`config.mk`:
```
export PLATFORM = sky130hd
export DESIGN_NAME = mul_accum_serializer
export DESIGN_NICKNAME = d
export VERILOG_FILES = /design/src/rtl/mul_accum_serializer.sv
export SDC_FILE = /design/constraint.sdc
export NUM_CORES = 1
export LEC_CHECK = 0
export ABC_AREA = 1
export CELL_PAD_IN_SITES_DETAIL_PLACEMENT = 1
export CELL_PAD_IN_SITES_GLOBAL_PLACEMENT = 1
export CORE_MARGIN = 4
export CORE_UTILIZATION = 48
export DETAILED_ROUTE_END_ITERATION = 8
export DONT_BUFFER_PORTS = 1
export PLACE_DENSITY = 0.83
export SETUP_SLACK_MARGIN = 0.2
export SLEW_MARGIN = 25
export SYNTH_ARGS = -nofsm -noshare
export SYNTH_HDL_FRONTEND = slang
export SYNTH_SLANG_ARGS = --single-unit
```
`constraint.sdc`:
```
create_clock -name clk -period 3.78 [get_ports clk]
set_input_delay 0.189 -clock clk [delete_from_list [all_inputs] [get_ports clk]]
set_output_delay 0.189 -clock clk [all_outputs]
set_load 0.05 [all_outputs]
```
`src/rtl/mul_accum_serializer.sv`:
```
// mul_accum_serializer
//   Sums COUNT consecutive unsigned products into an ACC_W-bit accumulator,
//   then emits the sum as a little-endian byte stream on a valid/ready port.
//   Products are refused while a sum is being sent, so frames never overlap.
//
// Ports
//   clk         rising-edge clock
//   rst_n       asynchronous active-low reset
//   clear       synchronous flush, drops any partial or in-flight frame
//   prod        product input, unsigned, PROD_W bits
//   prod_valid  prod is valid this cycle
//   prod_ready  block accepts prod this cycle
//   out_data    current output byte
//   out_valid   out_data is valid
//   out_ready   consumer accepts out_data
//   out_last    final (most significant) byte of the frame
//   overflow    frame sum carried out of ACC_W bits, valid with out_valid
//
// state   | meaning
// ST_ACC  | accepting products, summing into acc
// ST_OUT  | sending acc one byte per out_ready, LSB first

module mul_accum_serializer #(
  parameter int PROD_W = 8,
  parameter int ACC_W  = 16,
  parameter int COUNT  = 4
) (
  input  logic              clk,
  input  logic              rst_n,
  input  logic              clear,
  input  logic [PROD_W-1:0] prod,
  input  logic              prod_valid,
  output logic              prod_ready,
  output logic [7:0]        out_data,
  output logic              out_valid,
  input  logic              out_ready,
  output logic              out_last,
  output logic              overflow
);

  localparam int BEATS  = ACC_W / 8;
  localparam int CNT_W  = (COUNT > 1) ? $clog2(COUNT) : 1;
  localparam int BEAT_W = (BEATS > 1) ? $clog2(BEATS) : 1;

  localparam logic [CNT_W-1:0]  CNT_LAST  = CNT_W'(COUNT - 1);
  localparam logic [BEAT_W-1:0] BEAT_LAST = BEAT_W'(BEATS - 1);

  typedef enum logic {
    ST_ACC = 1'b0,
    ST_OUT = 1'b1
  } state_t;

  state_t              state_q, state_d;
  logic [ACC_W-1:0]    acc_q, acc_d;
  logic [CNT_W-1:0]    cnt_q, cnt_d;
  logic [BEAT_W-1:0]   beat_q, beat_d;
  logic                ovf_q, ovf_d;

  logic [ACC_W:0]      sum;
  logic [7:0]          byte_sel;
  logic                beat_is_last;

  // One extra bit so the carry out of ACC_W is visible for the overflow flag.
  assign sum = {1'b0, acc_q} + {{(ACC_W + 1 - PROD_W){1'b0}}, prod};

  assign beat_is_last = (beat_q == BEAT_LAST);

  always_ff @(posedge clk or negedge rst_n) begin
    if (!rst_n) begin
      state_q <= ST_ACC;
      acc_q   <= '0;
      cnt_q   <= '0;
      beat_q  <= '0;
      ovf_q   <= 1'b0;
    end else begin
      state_q <= state_d;
      acc_q   <= acc_d;
      cnt_q   <= cnt_d;
      beat_q  <= beat_d;
      ovf_q   <= ovf_d;
    end
  end

  always_comb begin
    state_d = state_q;
    acc_d   = acc_q;
    cnt_d   = cnt_q;
    beat_d  = beat_q;
    ovf_d   = ovf_q;

    if (clear) begin
      // Flush wins over any product or output handshake in the same cycle.
      state_d = ST_ACC;
      acc_d   = '0;
      cnt_d   = '0;
      beat_d  = '0;
      ovf_d   = 1'b0;
    end else begin
      case (state_q)
        ST_ACC: begin
          if (prod_valid) begin
            acc_d = sum[ACC_W-1:0];
            if (sum[ACC_W]) begin
              ovf_d = 1'b1;
            end
            if (cnt_q == CNT_LAST) begin
              cnt_d   = '0;
              beat_d  = '0;
              state_d = ST_OUT;
            end else begin
              cnt_d = cnt_q + CNT_W'(1);
            end
          end
        end
        ST_OUT: begin
          if (out_ready) begin
            if (beat_is_last) begin
              acc_d   = '0;
              ovf_d   = 1'b0;
              beat_d  = '0;
              state_d = ST_ACC;
            end else begin
              beat_d = beat_q + BEAT_W'(1);
            end
          end
        end
        default: begin
          state_d = ST_ACC;
        end
      endcase
    end
  end

  always_comb begin
    byte_sel = '0;
    for (int i = 0; i < BEATS; i++) begin
      if (beat_q == BEAT_W'(i)) begin
        byte_sel = acc_q[8*i +: 8];
      end
    end
  end

  // prod_ready is gated by rst_n so it drops the moment reset asserts.
  assign prod_ready = rst_n && (state_q == ST_ACC);
  assign out_valid  = (state_q == ST_OUT);
  assign out_last   = out_valid && beat_is_last;
  assign out_data   = out_valid ? byte_sel : 8'h00;
  assign overflow   = ovf_q;

endmodule

```
After elaboration in Yosys (flattened, before gate mapping)

Cells that the tools add are included.

Flip-flop bits (word level): 21
Latch bits: 0
Bits in writable memories: 0
ROM bits: 0
Input port bits: 13
Word-level logic and storage cells: 52
Memories: 0

Add/subtract/negate cells: 3
Multiply operators: 0
Div/mod/pow operators: 0
$lt $le $gt $ge: 0
Equal/unequal tests: 7
Shift operators: 0
Mux-type cells: 29
Bitwise operators: 1
Reduce and logical (&&, ||, !) cells: 7

Operators with widths:

| cell                                                  | number |
|---|---|
| 2-to-1 mux 16 bit                                     | 4 |
| one-hot mux 16 bit (2 select lines)                   | 1 |
| adder 16 x 8 -> 17 bit                                | 1 |
| 2-to-1 mux 8 bit                                      | 2 |
| 2-to-1 mux 1 bit                                      | 15 |
| inequality test 3 bit, second input constant          | 4 |
| 2-to-1 mux 2 bit                                      | 4 |
| one-hot mux 1 bit (2 select lines)                    | 3 |
| AND reduction 3 bit                                   | 2 |
| AND reduction 4 bit                                   | 1 |
| inequality test 3 x 2 -> 1 bit, second input constant | 1 |
| adder 2 x 1 -> 2 bit, second input constant           | 1 |
| equality test 2 bit, second input constant            | 1 |
| logical AND 1 bit                                     | 2 |
| inequality test 2 bit, second input constant          | 1 |
| AND reduction 2 bit                                   | 1 |
| nonzero test 2 bit                                    | 1 |
| adder 1 bit, second input constant                    | 1 |
| NOT 1 bit                                             | 1 |

Logic depth before layout (Yosys ltp)

Depth after elaboration: 5
Gate-level depth with buffers: 10

Least setup slack after synthesis

Ideal clock, no wire load.

Path kind: reg2out
Start point: register state_q (netlist: out_valid)
End point: output out_data[0]
Data arrival time: 2,196 ps
Data required time: 3,591 ps
Slack: 1,395 ps
Stages on the path, launching flop included: 5
Path through: dfrtp_1 inv_2 nor2_1 inv_1 o21ai_0

Longest elaborated chain between the ends: 1

RTL lines:

| item                     | line | text |
|---|---|---|
| start: declaration       | 53   | `state_t state_q, state_d;` |
| start signal: assignment | 76   | `state_q <= state_d;` |
| 2-to-1 mux 8 bit         | 147  | `assign out_data = out_valid ? byte_sel : 8'h00;` |
| end: declaration         | 34   | `output logic [7:0] out_data,` |

Every way passes these cells.

Worst setup path in the final report

Start point: register state_q (netlist: out_valid)
End point: output out_data[1]

Same word-level chain as after synthesis.

==> reports/qor.tcl <==
set qor(cts.root.buffer_cell) {clkbuf_4}
set qor(maxSlewHeadroom_pct) 30.1
set qor(cts_sinks) 21
set qor(yosysWarnings) 0
set qor(worst_skew_pair.late_latency_ns) 0.32
set qor(grt_max_degree) 22
set qor(postSynthAreaPerCell_um2) 6.80
set qor(peakVddDrop_uv) 199
set qor(dr_pass1_iterations) 4
set qor(place.gp.congestion) 0.857
set qor(setup.reg_to_reg.worst_slack_ns) 1.83
set qor(p_leak_uw) 0.000835
set qor(floorplan.initialDensity_pct) 51.1
set qor(worst-slew-pin-transition_ns) 1.06
set qor(die_area_um2) 4290
set qor(wire_length_of_the_first_global_routing_pass_um) 7910
set qor(tritoncts.num_buffers) 3
set qor(period_needed_ns) 2.69
set qor(layout.cells.most_common_list) {nand2_1, inv_1, nor2_1}
set qor(worstSetupPathType) {reg2out}
set qor(area_contributors_post_synth) {dfrtp_1, nand2_1, inv_1}
set qor(path_clk_slew_ns) 0.14
set qor(final_common_cell) {nand2_1}
set qor(gates_resized_cts_repair) 0
set qor(timing.clock.skew_ns) 0.00539
set qor(post_synth_num_cell_types) 29
set qor(rsz0062_at_grt) {false}
set qor(cp.required_ns) 3.59
set qor(final_max_slew_viol_count) 0
set qor(drc_errors) 0
set qor(grt_antenna_before_repair) 0
set qor(setup_viol) 0
set qor(area.growth.synth_to_final_pct) 4.97
set qor(die_width_um) 65.5
set qor(wirelength_um) 4740
set qor(syn_area_um2) 1590
set qor(layout.cells.non_filler) 281
set qor(cellPowerDensity_nw_per_um2) 360
set qor(result_of_the_run) {finished clean}
set qor(worst-endpoint-arrival_ns) 2.50
set qor(final_net_count) 261
set qor(crit_slowest_cell) {dfrtp_1}
set qor(timing.final.hold_violations) 0
set qor(critPathCaptureType) {output pin}
set qor(numPlacedInstances) 275
set qor(io_buffer_count) 0
set qor(tritoncts) {yes}
set qor(postCtsSetupRepairBufs) 0
set qor(cell_by_cell_listing_of_the_critical_path) {nand2_1 > inv_1 > nand2_1 > o21ai_1}
set qor(synth_top_area_share_pct) 33.1
set qor(grt_usage_pct) 24.5
set qor(clock.fmax_mhz) 372
set qor(startpoint_type) {register}
set qor(timing.final.crit_share_pct) 71.0
set qor(vias) 1542
set qor(globalRouteOverflowTotal) 0
set qor(synth.yosys.seq_area_share_pct) 33.1
set qor(timing.hold.worst.class) {in2reg}
set qor(cts.hold.buffers_added) 1
set qor(max_stage_delay_ns) 0.77
set qor(dieHeight_um) 65.5
set qor(design.core.area_um2) 3100
set qor(top_level_ports) 25
set qor(htree_levels) 1
set qor(tns_ns) 0
set qor(place.detailed.hpwl_um) 3800
set qor(antenna_cells) 0
set qor(post_synthesis_net_count) 256
set qor(first_global_vias) 1648
set qor(vias_per_cell) 5.49
set qor(synthDominantAreaCellType) {dfrtp_1}
set qor(crit_top_cell) {nand2_1}
set qor(detail_route.wl_per_cell_um) 16.9
set qor(worstPathMaxFanout) 7
set qor(post_route_cells_drive_above_1_share_pct) 7.17
set qor(cts-root-to-sink-buffers) 2
set qor(max_cap_viol_count) 0
set qor(route.antenna.remaining_nets) 0
set qor(num_rows) 20
set qor(synth_seq_cells) 21
set qor(detail_route.iter0.violations) 46
set qor(syn_inst) 233
## through the flow
stage	util (%)	power [uW]	setup WS, ns	hold slack, ns	instance area [um^2]
finish	53.6	599	1.09	0.0428	1660
global route	53.6	644	0.944	0.0408	1660
CTS	53.5	599	1.10	0.0437	1660
detailed placement	52.3	476	1.47	-0.106	1620
global placement	52.3	464	1.58	-0.106	1620
floorplan	-	427	1.39	-0.107	1590
## cell usage after synthesis
cell type / number
a21boi_0: 1
a21o_1: 1
a21oi_1: 10
a21oi_2: 3
a22o_1: 1
buf_4: 1
buf_6: 1
dfrtp_1: 21
fa_1: 1
ha_1: 9
inv_1: 35
inv_2: 2
inv_4: 1
nand2_1: 63
nand2_4: 1
nand3_1: 22
nand3_2: 1
nand3b_1: 1
nor2_1: 29
nor2_2: 2
nor2_4: 1
nor3_1: 1
o21ai_0: 12
o21ai_1: 3
o21ai_2: 1
o22ai_1: 5
o32ai_1: 1
xnor2_1: 2
xor2_1: 1
## critical path: cells and delay by family, from the launching register on
family	cells	cell delay, ns
and+or+nand+nor	2	0.34
buffers and inverters	1	0.51
AOI/OAI and AO/OA	1	0.55
DFF	1	0.77
## layout make-up
class | count | area (um^2)
sequential | 21 | 526
inverter | 38 | 145
fill | 430 | 1440
multi-input combinational | 172 | 896
timing repair buffer | 2 | 15.0
tap | 44 | 55.1
clock inverter | 1 | 5.00
clock buffer | 3 | 22.5
## state kept, by name, indices dropped and copies added, names as in the netlist
| register | cells |
|---|---|
| acc_q | 16 |
| cnt_q | 2 |
| beat_is_last | 1 |
| out_valid | 1 |
| overflow | 1 |
## per-layer routing
metal | part of all wire [%] | track usage (%)
met1 | 45 | 31.8
met2 | 49 | 43.0
met3 | 5.2 | 3.08
met4 | 0.93 | 5.96
met5 | 0 | 0
## final timing paths
path / startpoint / endpoint / cells past startpoint
max: out_valid / out_data[1] / 4
min: prod_valid / out_valid / 2
max reg2reg: acc_q[0] / acc_q[6] / 9
min reg2reg: acc_q[7] / acc_q[7] / 2
max in group asynchronous: rst_n / acc_q[0] / 2
min in group asynchronous: rst_n / acc_q[6] / 2
## power by group
part	internal, uW	switching, uW
registers	247	27.2
logic	66.3	139
clock network	39.7	80.4
## cell families after synthesis
family | Yosys count | share of synthesized area, %
buffers and inverters | 40 | 10.3
AND/OR/NAND/NOR | 121 | 32.4
flip-flops | 21 | 33.1
AO/OA/AOI/OAI | 38 | 14.1
adder cells (fa/ha/maj) | 10 | 8.37
XOR/XNOR | 3 | 1.66
(Power assumes the default switching activity.)
